File: src/rtl/fetch_unit.sv
// Instruction-fetch stage: PC register, IF/ID pipeline register, stall/redirect handling, fetch counter.
// Optional misaligned-redirect flag enabled by defining FETCH_MISALIGN_CHK_EN.
module fetch_unit #(
  parameter int unsigned ADDR_W   = 5,
  parameter logic [31:0] RESET_PC = 32'h0000_0000
) (
  input  logic              clk,
  input  logic              rst,
  input  logic              stall,
  input  logic              redirect,
  input  logic [31:0]       redirect_pc,
  output logic [ADDR_W-1:0] im_address,
  input  logic [31:0]       im_rd,
  output logic [31:0]       pc,
  output logic [31:0]       id_instr,
  output logic [31:0]       id_pc,
  output logic              id_valid,
`ifdef FETCH_MISALIGN_CHK_EN
  output logic              misalign,
`endif
  output logic [31:0]       fetch_count
);

  localparam logic [31:0] NOP = 32'h0000_0013;

  logic [31:0] pc_next;
  logic        load_id;

  assign im_address = pc[ADDR_W+1:2];

  // Redirect outranks stall; a flushed slot never counts as a fetch.
  always_comb begin
    pc_next = pc + 32'd4;
    load_id = 1'b0;
    if (redirect) begin
      pc_next = {redirect_pc[31:2], 2'b00};
    end else if (stall) begin
      pc_next = pc;
    end else begin
      load_id = 1'b1;
    end
  end

  always_ff @(posedge clk) begin
    if (rst) begin
      pc          <= RESET_PC;
      id_instr    <= NOP;
      id_pc       <= '0;
      id_valid    <= 1'b0;
      fetch_count <= '0;
    end else begin
      pc <= pc_next;
      if (redirect) begin
        id_instr <= NOP;
        id_valid <= 1'b0;
      end else if (load_id) begin
        id_instr    <= im_rd;
        id_pc       <= pc;
        id_valid    <= 1'b1;
        fetch_count <= fetch_count + 32'd1;
      end
    end
  end

`ifdef FETCH_MISALIGN_CHK_EN
  always_ff @(posedge clk) begin
    if (rst) begin
      misalign <= 1'b0;
    end else if (redirect && (redirect_pc[1:0] != 2'b00)) begin
      misalign <= 1'b1;
    end
  end
`endif

endmodule

File: config.mk
export PLATFORM = sky130hd
export DESIGN_NAME = fetch_unit
export DESIGN_NICKNAME = d
export VERILOG_FILES = /design/src/rtl/fetch_unit.sv
export SDC_FILE = /design/constraint.sdc
export NUM_CORES = 1
export LEC_CHECK = 0
export BUFFER_PORTS_ARGS = -buffer_cell sky130_fd_sc_hd__buf_2
export CAP_MARGIN = 40
export CORE_MARGIN = 2
export CORE_UTILIZATION = 54
export DETAILED_ROUTE_END_ITERATION = 8
export MAX_ROUTING_LAYER = met4
export PLACE_DENSITY = 0.86
export SLEW_MARGIN = 20
export SYNTH_ARGS = -nofsm -noshare
export SYNTH_HDL_FRONTEND = slang
export SYNTH_SLANG_ARGS = --single-unit
File: constraint.sdc
create_clock -name clk -period 3.9 [get_ports clk]
set_clock_uncertainty 0.1 [all_clocks]
set_input_delay 0.78 -clock clk [delete_from_list [all_inputs] [get_ports clk]]
set_output_delay 0.78 -clock clk [all_outputs]
set_load 0.05 [all_outputs]
# Yosys cells after proc, flatten, opt, wreduce, memory -nomap -nowiden
# Cells that the tools add are included.
word_totals:
  input_bits: 68
  out_inout_bits: 134
  reg_bits: 129
  wordCells: 16
classes:
  n_reduce_logical: 2
  mux: 4
  bitwise_logic: 1
  n_addsub: 2
  eq_ne: 1
ops:
  columns: ["op", "n"]
  rows:
  - ["32-bit 2-to-1 mux", 2]
  - ["32-bit by 1-bit adder with 32-bit output (second input constant)", 1]
  - ["32-bit by 3-bit adder with 32-bit output (second input constant)", 1]
  - ["1-bit 2-to-1 mux", 2]
  - ["2-bit by 1-bit inequality test with 1-bit output (second input constant)", 1]
  - ["2-bit AND reduction", 1]
  - ["2-bit OR reduction", 1]
  - ["1-bit inverter", 1]

# Logic depth before layout (Yosys ltp)
# Gate-level depths: netlist (run 1).
logic_depth:
  word_depth: 3
  ltp_mapped: 7
  ltp_nobuf: 5

# Least setup slack after synthesis (run 1)
# Ideal clock, no wire load.
synth_path:
  kind: "reg-to-reg"
  start: "register pc[5]"
  end: "register pc[28]"
  path_slack_ns: 1.324
  required_ns: 3.688
  period_less_slack_ns: 2.576
  stages_incl_launch_ff: 7
  path_buffers: 2
  arrival_ns: 2.364
  setup_ns: 0.112
  path_cell_list: "dfxtp_1 clkbuf_2 nand4_1 or4_4 buf_6 o41a_1 a2111oi_1"
synth_via:
  elab_chain_len: 3
synth_rtl:
  columns: ["element", "line", "rtl"]
  rows:
  - ["start: declaration", "14", "output logic [31:0] pc,"]
  - ["start signal: assignment", "52", "pc <= pc_next;"]
  - ["32-bit by 3-bit adder with 32-bit output", "33", "pc_next = pc + 32'd4;"]
  - ["32-bit 2-to-1 mux", "37", "end else if (stall) begin"]
  - ["32-bit 2-to-1 mux", "35", "if (redirect) begin"]
# No other way between the ends. The select of a mux whose other input is x is not followed.
# A chain may end at the register's enable or synchronous reset.

# Worst setup path in the final report (run 1)
layout_path:
  start: "register pc[2]"
  end: "register pc[26]"
# Same word-level chain as after synthesis.

==> results of run 1 <==
## cell usage in the layout, fill, tap and decap left out, types with 4 or more instances in the layout
cell type	instances
nor2b_1	6
xnor2_1	7
or4_1	20
mux2i_1	33
o211ai_1	7
a31oi_1	5
buf_4	8
nor3_1	7
o21ai_0	8
and4_1	8
nand2_1	106
and3_1	8
xor2_1	11
a21oi_1	63
nor2_1	60
o31ai_1	23
a311oi_1	5
clkbuf_16	16
or3_1	9
nand4_1	24
clkbuf_8	5
nor4_1	6
buf_2	194
a211oi_1	5
dfxtp_1	125
bufinv_16	4
inv_1	7
conb_1	4
nand3_1	20
## area by class of cell
| class | count | area share |
|---|---|---|
| multi-input combinational | 485 | 0.3960 |
| sequential | 125 | 0.3461 |
| timing repair buffer | 202 | 0.1426 |
| clock buffer | 22 | 0.06542 |
| tap | 136 | 0.02354 |
| clock inverter | 10 | 0.02215 |
| inverter | 8 | 0.004154 |
## how the worst max path moves through the flow
stage | start | endpoint | slack, ns | depth (start not counted)
2_1_floorplan | pc[5] | pc[28] | 1.32 | 6
3_3_place_gp | redirect | fetch_count[26] | 1.14 | 5
3_5_place_dp | redirect | fetch_count[26] | 1.05 | 5
4_1_cts | pc[2] | pc[26] | 1.39 | 5
5_1_grt | pc[2] | pc[24] | 1.23 | 5
6_report | pc[2] | pc[26] | 1.34 | 5
## cell families (layout without fill, tap and decap cells)
| group | count (synthesis) | after routing | synth area share |
|---|---|---|---|
| xor gates and xnor gates | 18 | 18 | 0.02793 |
| and+or+nand+nor | 298 | 298 | 0.2673 |
| adders and majority gates | 2 | 2 | 0.004432 |
| DFF | 125 | 125 | 0.4433 |
| AOI/OAI and AO/OA | 128 | 128 | 0.1418 |
| buffers and inverters | 65 | 242 | 0.05208 |
| other | 1 | 4 | 0.0006643 |
| muxes | 35 | 35 | 0.06250 |
## stage by stage
stage               hold slack (ns)  instances  utilization
floorplan                    0.5644        675            -
global placement             0.3322        956       0.6447
detailed placement           0.3379        956       0.6447
CTS                          0.3469        988       0.7066
global route                 0.3684        988       0.7066
finish                       0.3427        988       0.7066
## where the power goes
part | internal (mW) | switching [mW]
logic | 0.108 | 0.282
registers | 1.32 | 0.0548
clock network | 1.11 | 0.572
total | 2.53 | 0.909
## per-layer routing
metal  vias to the layer above  wire length (um)  GRT usage
li1                       2743                 -          -
met1                      2623              6319     0.3332
met2                       270              7925     0.4766
met3                        41              1080    0.05763
met4                         0               393     0.1090
met5                         -                 0          -
## state kept, by name, indices dropped and copies added (netlist names)
register and cells:
fetch_count 32, id_valid 1, id_instr 32, id_pc 30
pc 30
## cell usage after synthesis, types with 8 or more instances
cell type  number  area [um^2]
nand2_1       106        397.9
and3_1          8        50.05
a21oi_1        63        315.3
nor2_1         61        229.0
nand3_1        20        100.1
or4_1          20        150.1
buf_4          10        75.07
o21ai_0         8        40.04
nand4_1        24        150.1
dfxtp_1       125         2502
or3_1           9        56.30
mux2i_1        33        330.3
xor2_1         11        96.34
clkbuf_1       36        135.1
o31ai_1        23        172.7
and4_1          8        70.07
## critical path, stage by stage (launching register included)
cell and delay, ns:
dfxtp_1 0.53, ha_1 0.28, nor2b_1 0.24, nand4_1 0.43, or3_1 0.50, a2111oi_1 0.36
==> results.cfg, run 1 <==
[sta]
setup_viol = 0
fmaxAchievable_ghz = 0.3906
max_slew.worst_pin.slew_ns = 0.7350
setup_tns_ns = 0
slew_headroom = 0.5100
final.setup.worst_slack_ns = 1.340
hold_violations = 0
period_share = 0.6565
min_period_ns = 2.560
rsz0062_at_grt = no
drv_slew = 0

[placed_design]
hpwlAfterDp_um = 10720
place_ws_ns = 1.054
numPortBuffers = 195
dpl_cell_area_um2 = 6596
gp_congestion = 0.8423

[yosys]
synth_flop_cell = dfxtp_1
synth-seq-cells = 125
synth.distinct_cells = 57
syn_inst = 672
ys_warn_count = 0
synthArstFlopShare = 0
ys_seq_area_frac = 0.4433
synth_edf_count = 0
avgSynthCellArea_um2 = 8.401
synth.cell_area_um2 = 5645

[clocking]
cts_sinks = 125
cts_root_buffer = clkbuf_8
cts_tree = yes
cts_setup_buffers = 0
clk-insertion-delay-late_ns = 0.53
h-tree-depth = 4
cts_buffer_depth = 2
hold_buffers = 0
clkTransAtPathRegs_ns = 0.06
cts_made_buffers = 17
cts_resized = 0

[layout]
synthToLayoutAreaGrowth_pct = 28.06
diodes = 0
final_nets = 909
design_area_um2 = 7229
drive_gt1_frac = 0.2911
multi_input_area_um2 = 2863
final-seq-area_um2 = 2502
fill_cells = 800

[drt]
antenna_left = 0
drcViolationCount = 0
dr.first_iter.drc_count = 456
vias_per_cell = 5.746
wl_um = 15720
routedWlPerCell_um = 15.91
drt-pass1-iter-count = 6
vias = 5677

[power_and_ir_drop]
p_total_mw = 3.441
power.leakage_nw = 3.092
cellPowerDensity_nw_per_um2 = 476.0
peakVddDrop_mv = 0.2589

[floorplan]
num_io_pins = 202
die_height_um = 106.2
design.core.area_um2 = 10230
fp-row-count = 37
die_x_um = 106.2
initial_core_util = 0.5518
die_area_um2 = 11290

[critical_path]
reg2reg_setup_slack_ns = 1.34
crit_required_ns = 4.20
cp-end-kind = flip-flop
r2r_cells = 5
path_class = flip-flop to flip-flop
start_kind = flip-flop
cp_max_fo = 10
timing.rr.end = pc[26]
crit_arrival_ns = 2.86
timing.rr.start = pc[2]

[hold_path]
whs_path_depth = 2
hold_end = id_valid
hold_class = flip-flop to flip-flop
hold_path.startpoint = id_valid

[global_route]
grt_pass1_vias = 5212
grt_pass1_wl_um = 24900
overflow = 0
antenna_found_initial = 0
grt_max_degree = 72
grt_util_all_layers = 0.2830

[flow_run]
maxCapViolCount = 0

[run_status]
status = finished, final reports clean
(Power assumes the default switching activity.)
==> run 2: changes to the inputs <==
- ABC_AREA: not set -> 1
- CORE_UTILIZATION: 54 -> 46
- PLACE_DENSITY: 0.86 -> 0.76
- clock period: 3.9 -> 2.11 ns (I/O delays scaled with it)
==> run 2 against run 1 <==
Net effect:
- first-iteration DRC count rose by 45%
- routed wire length rose by 17%
- die area is 28% higher
- sequential power increased by 85%
- synthesized cell count grew 42%
- critical path depth rose by 5
- final cell count rose by 34%
- synthesized area up 9.6%
- register-to-register slack worse by 1.1 ns
- non-clock buffer count rose by 9
- largest power group unchanged
==> results.cfg, run 2 <==
[clocking]
cts_resized = 0
cts_root_buffer = clkbuf_16
cts_setup_buffers = 0
cts_buffer_depth = 2
clkTransAtPathRegs_ns = 0.06
cts_sinks = 125
cts_tree = yes
clk-insertion-delay-late_ns = 0.41
cts_made_buffers = 17
h-tree-depth = 4
hold_buffers = 0

[sta]
min_period_ns = 1.911
max_slew.worst_pin.slew_ns = 0.5114
rsz0062_at_grt = no
slew_headroom = 0.6565
hold_violations = 0
drv_slew = 0
setup_tns_ns = 0
period_share = 0.9057
fmaxAchievable_ghz = 0.5233
setup_viol = 0
hold_slack_ns = 0.1288

[run_status]
status = finished, final reports clean

[yosys]
synthArstFlopShare = 0
synth.cell_area_um2 = 6190
synthTopCellsByArea = dfxtp_1 40%, nand2_1 13%, nor2_1 12%
synth-seq-cells = 125
synth.most_common_cell = nand2_1
synth.distinct_cells = 39
syn_inst = 951
avgSynthCellArea_um2 = 6.509
yosys.area.top_type = dfxtp_1
ys_warn_count = 0
synth_top_area_frac = 0.4043
ys_seq_area_frac = 0.4043
synth_flop_cell = dfxtp_1
ys_top_cells_by_count = 208 x nand2_1, 199 x nor2_1, 125 x dfxtp_1, 117 x inv_1, 82 x o21ai_0
synth_edf_count = 0

[power_and_ir_drop]
power_frac_comb = 0.138
cellPowerDensity_nw_per_um2 = 797.5
power_frac_clock = 0.462
power.switching_mw = 1.772
peakVddDrop_mv = 0.4875
p_int_mw = 4.539
p_seq_frac = 0.400
p_sw_frac = 0.2808
power.leakage_nw = 3.864

[floorplan]
initial_core_util = 0.4693
die_area_um2 = 14400
num_io_pins = 202
die_x_um = 120
die_height_um = 120
design.core.area_um2 = 13190
fp-row-count = 42

[global_route]
grt_pass1_wl_um = 29410
overflow = 0
grt_pass1_vias = 5912
grt_util_all_layers = 0.2639
grt_max_degree = 79
antenna_found_initial = 0

[flow_run]
maxCapViolCount = 0

[critical_path]
cp-end-kind = flip-flop
timing.rr.end = pc[30]
crit_family = simple AND/OR/NAND/NOR gates
cp_slowest_cell = dfxtp_1
r2r_cells = 10
start_kind = flip-flop
max_stage_delay_ns = 0.43
path_class = flip-flop to flip-flop
crit_required_ns = 2.32
cp_max_fo = 7
reg2reg_setup_slack_ns = 0.20
crit_arrival_ns = 2.12
timing.rr.start = pc[2]
crit_buf_inv = 1
path_cells = ha_1 > nand2_1 > nor2_4 > nand3_1 > nor2_2 > nand3_1 > nand2_1 > nand3_1 > nand2_1 > inv_1

[hold_path]
hold_end = id_instr[0]
hold_class = input port to flip-flop
hold_path.startpoint = im_rd[0]
whs_path_depth = 3

[layout]
synthToLayoutAreaGrowth_pct = 27.86
fin_cells = 1327
drive_gt1_frac = 0.2207
final_common_cell = nand2_1
final_cell_mix = 208 x nand2_1, 199 x nor2_1, 195 x buf_2
final_util = 0.6000
diodes = 0
final_nets = 1209
top_regs = fetch_count x32, id_instr x32

[placed_design]
place_inst = 1296
numPortBuffers = 195
hpwlAfterDp_um = 13230
gp_congestion = 0.9247

[drt]
vias = 6676
routedWlPerCell_um = 13.83
antenna_left = 0
drcViolationCount = 0
drt-pass1-iter-count = 5
dr.first_iter.drc_count = 662
vias_per_cell = 5.031
wl_um = 18350
-- run 2: logic make-up (layout without fill, tap and decap cells) --
kind of cell,after synthesis,in the layout,synth area share
XOR/XNOR,3,3,0.004246
flip-flops,125,125,0.4043
AND/OR/NAND/NOR,529,529,0.3616
AO/OA/AOI/OAI,128,128,0.1132
buffers and inverters,163,360,0.1120
other,1,4,0.0006058
adder cells (fa/ha/maj),2,2,0.004042
-- run 2: how the worst max path moves through the flow --
| stage | from | slack, ns | end | cells after the start |
|---|---|---|---|---|
| 3_3_place_gp | stall | 0.24 | fetch_count[16] | 9 |
| 4_1_cts | pc[2] | 0.22 | pc[30] | 10 |
| 2_1_floorplan | pc[3] | 0.08 | pc[26] | 10 |
| 5_1_grt | pc[2] | 0.06 | pc[30] | 10 |
| 3_5_place_dp | pc[2] | 0.23 | pc[30] | 10 |
| 6_report | pc[2] | 0.20 | pc[30] | 10 |
-- run 2: final cells by class --
cell class,count,area (um^2)
Sequential cell,125,2502
Clock buffer,23,488.0
Multi-Input combinational cell,666,3005
Tap cell,176,220.2
Clock inverter,8,108.9
Timing Repair Buffer,211,1146
Inverter,118,442.9
Fill cell,1280,5276
-- run 2: routing by layer --
| metal | track usage | vias to the layer above | share of wire |
|---|---|---|---|
| li1 | - | 3399 | - |
| met3 | 0.04848 | 35 | 0.066 |
| met1 | 0.3501 | 2979 | 0.45 |
| met4 | 0.09559 | 0 | 0.022 |
| met2 | 0.4031 | 263 | 0.46 |
| met5 | - | - | 0 |
-- run 2: power by group through the flow --
| stage | logic [mW] | clock network [mW] | registers (mW) |
|---|---|---|---|
| 4_1_cts | 0.868 | 2.96 | 2.52 |
| 3_5_place_dp | 0.863 | 0 | 2.57 |
| 5_1_grt | 0.940 | 3.06 | 2.54 |
| 2_1_floorplan | 0.326 | 0 | 2.86 |
| 3_3_place_gp | 0.856 | 0 | 2.57 |
| 6_report | 0.869 | 2.92 | 2.53 |
-- run 2: tightest hold or removal path, stage by stage --
cell and delay, ns:
buf_2 0.08, nand2_1 0.05, nand3_1 0.07
-- run 2: per-stage QoR --
| stage | cell area (um^2) | setup WS, ns | total power [mW] |
|---|---|---|---|
| 4_1_cts | 7914 | 0.2155 | 6.349 |
| 2_1_floorplan | 6201 | 0.08482 | 3.187 |
| 3_5_place_dp | 7317 | 0.2258 | 3.437 |
| 5_1_grt | 7914 | 0.05786 | 6.539 |
| 6_report | 7914 | 0.1989 | 6.311 |
| 3_3_place_gp | 7317 | 0.2397 | 3.427 |
==> run 3: changes to the inputs <==
- CELL_PAD_IN_SITES_DETAIL_PLACEMENT: not set -> 1
- CELL_PAD_IN_SITES_GLOBAL_PLACEMENT: not set -> 1
- CORE_ASPECT_RATIO: not set -> 1.2
- CORE_UTILIZATION: 46 -> 31
- PLACE_DENSITY: 0.76 -> not set
- PLACE_DENSITY_LB_ADDON: not set -> 0.1
==> run 3 against run 2 <==
Net effect:
- register-to-register slack better by 0.04 ns
- flip-flop and latch count unchanged
- global-route usage down 4.5 points
- die area up 47%
- final cell count up 7.2%
- critical path depth down 1
- clock-buffer cell count down 5
==> results.cfg, run 3 (synthesis gave the netlist of run 2 again) <==
[drt]
antenna_left = 0
vias_per_cell = 4.717
drt-pass1-iter-count = 4
vias = 6713
routedWlPerCell_um = 15.46
dr.first_iter.drc_count = 237
drcViolationCount = 0
wl_um = 22010

[sta]
rsz0062_at_grt = no
min_period_ns = 1.871
max_slew.worst_pin.slew_ns = 0.4944
drv_slew = 0
slew_headroom = 0.6678
hold_violations = 0
setup_viol = 0
setup_tns_ns = 0
fmaxAchievable_ghz = 0.5345
period_share = 0.8866

[layout]
multi_input_area_um2 = 3008
final_cell_mix = 208 x nand2_1, 198 x nor2_1, 195 x buf_2
fin_cells = 1423
final-seq-area_um2 = 2502
final_nets = 1218
fill_cells = 2616
drive_gt1_frac = 0.2291
top_regs = fetch_count x32, id_instr x32
synthToLayoutAreaGrowth_pct = 31.17
final_common_cell = nand2_1

[placed_design]
place_inst = 1390
hpwlAfterDp_um = 16520
gp_congestion = 0.8117
numPortBuffers = 195

[clocking]
hold_buffers = 0
cts_setup_buffers = 0
cts_root_buffer = clkbuf_16
clkTransAtPathRegs_ns = 0.06
cts_buffer_depth = 2
cts_tree = yes
cts_made_buffers = 17
h-tree-depth = 4
clk-insertion-delay-late_ns = 0.43
cts_sinks = 125
cts_resized = 0

[power_and_ir_drop]
power_frac_clock = 0.478
p_sw_frac = 0.2881
p_int_mw = 4.660
power_frac_comb = 0.136
power.switching_mw = 1.886
power.leakage_nw = 3.927
cellPowerDensity_nw_per_um2 = 806.2
p_seq_frac = 0.385
peakVddDrop_mv = 0.5776

[global_route]
grt_pass1_wl_um = 35710
grt_max_degree = 78
grt_util_all_layers = 0.2189
antenna_found_initial = 1
grt_pass1_vias = 6695
overflow = 0

[hold_path]
hold_class = input port to flip-flop

[critical_path]
crit_required_ns = 2.33
crit_arrival_ns = 2.09
path_class = flip-flop to flip-flop
cp-end-kind = flip-flop
start_kind = flip-flop
cp_max_fo = 8

[floorplan]
die_area_um2 = 21120
die_height_um = 158.8
die_x_um = 133.0
fp-row-count = 56
num_io_pins = 202
initial_core_util = 0.3166
design.core.area_um2 = 19550

[flow_run]
maxCapViolCount = 0

[run_status]
status = finished, final reports clean
-- run 3: cell types whose count changed in the layout (fill, tap and decap cells not counted), sizes merged --
cell	delta
bufinv	+2
clkbuf	-5
clkinv	+5
clkinvlp	-1
diode	+1
buf	+9
-- run 3: critical path, cell delays in order (launching register included) --
cell and delay, ns:
dfxtp_1 0.50, nand2_1 0.11, nor2_2 0.20, nand3_2 0.16
nor2_2 0.29, nand2_1 0.09, a21oi_1 0.15, nand2_1 0.07
nand2_1 0.05, inv_1 0.03
-- run 3: final timing paths --
kind                from           to  slack [ns]  cells after the start
max reg2reg        pc[4]       pc[21]        0.24                      9
min             im_rd[4]  id_instr[4]        0.11                      3
min reg2reg  id_instr[4]  id_instr[4]        0.36                      2
max                pc[4]       pc[21]        0.24                      9
-- run 3: cell type report --
| type | instances | share of cell area |
|---|---|---|
| multi-input combinational | 666 | 0.3705 |
| sequential | 125 | 0.3082 |
| timing repair buffer | 220 | 0.1495 |
| inverter | 118 | 0.05455 |
| clock buffer | 18 | 0.05286 |
| tap | 261 | 0.04022 |
| clock inverter | 14 | 0.02389 |
| antenna | 1 | 0.0003082 |
-- run 3: power groups by stage --
stage          combinational, mW  sequential (mW)  clock (mW)
6_report                   0.891             2.52        3.13
5_1_grt                    0.968             2.54        3.30
4_1_cts                    0.902             2.52        3.19
3_5_place_dp               0.898             2.58           0
3_3_place_gp               0.891             2.57           0
2_1_floorplan              0.326             2.86           0
-- run 3: routing by layer --
metal  global-route usage  part of all wire
met1               0.2674              0.45
met5                    -                 0
met3              0.03384             0.033
met2               0.3780              0.51
met4              0.05132            0.0097
-- run 3: stage by stage --
stage / hold slack [ns] / total power [mW] / worst slack, ns / instance area (um^2) / utilization
after floorplan: 0.4483 / 3.187 / 0.08482 / 6201 / -
after global placement: 0.3360 / 3.465 / 0.1990 / 7493 / 0.3833
after detailed placement: 0.3424 / 3.474 / 0.1643 / 7493 / 0.3833
after CTS: 0.09820 / 6.618 / 0.2212 / 8117 / 0.4152
after global routing: 0.1032 / 6.801 / 0.05130 / 8119 / 0.4153
final: 0.1107 / 6.546 / 0.2392 / 8119 / 0.4153
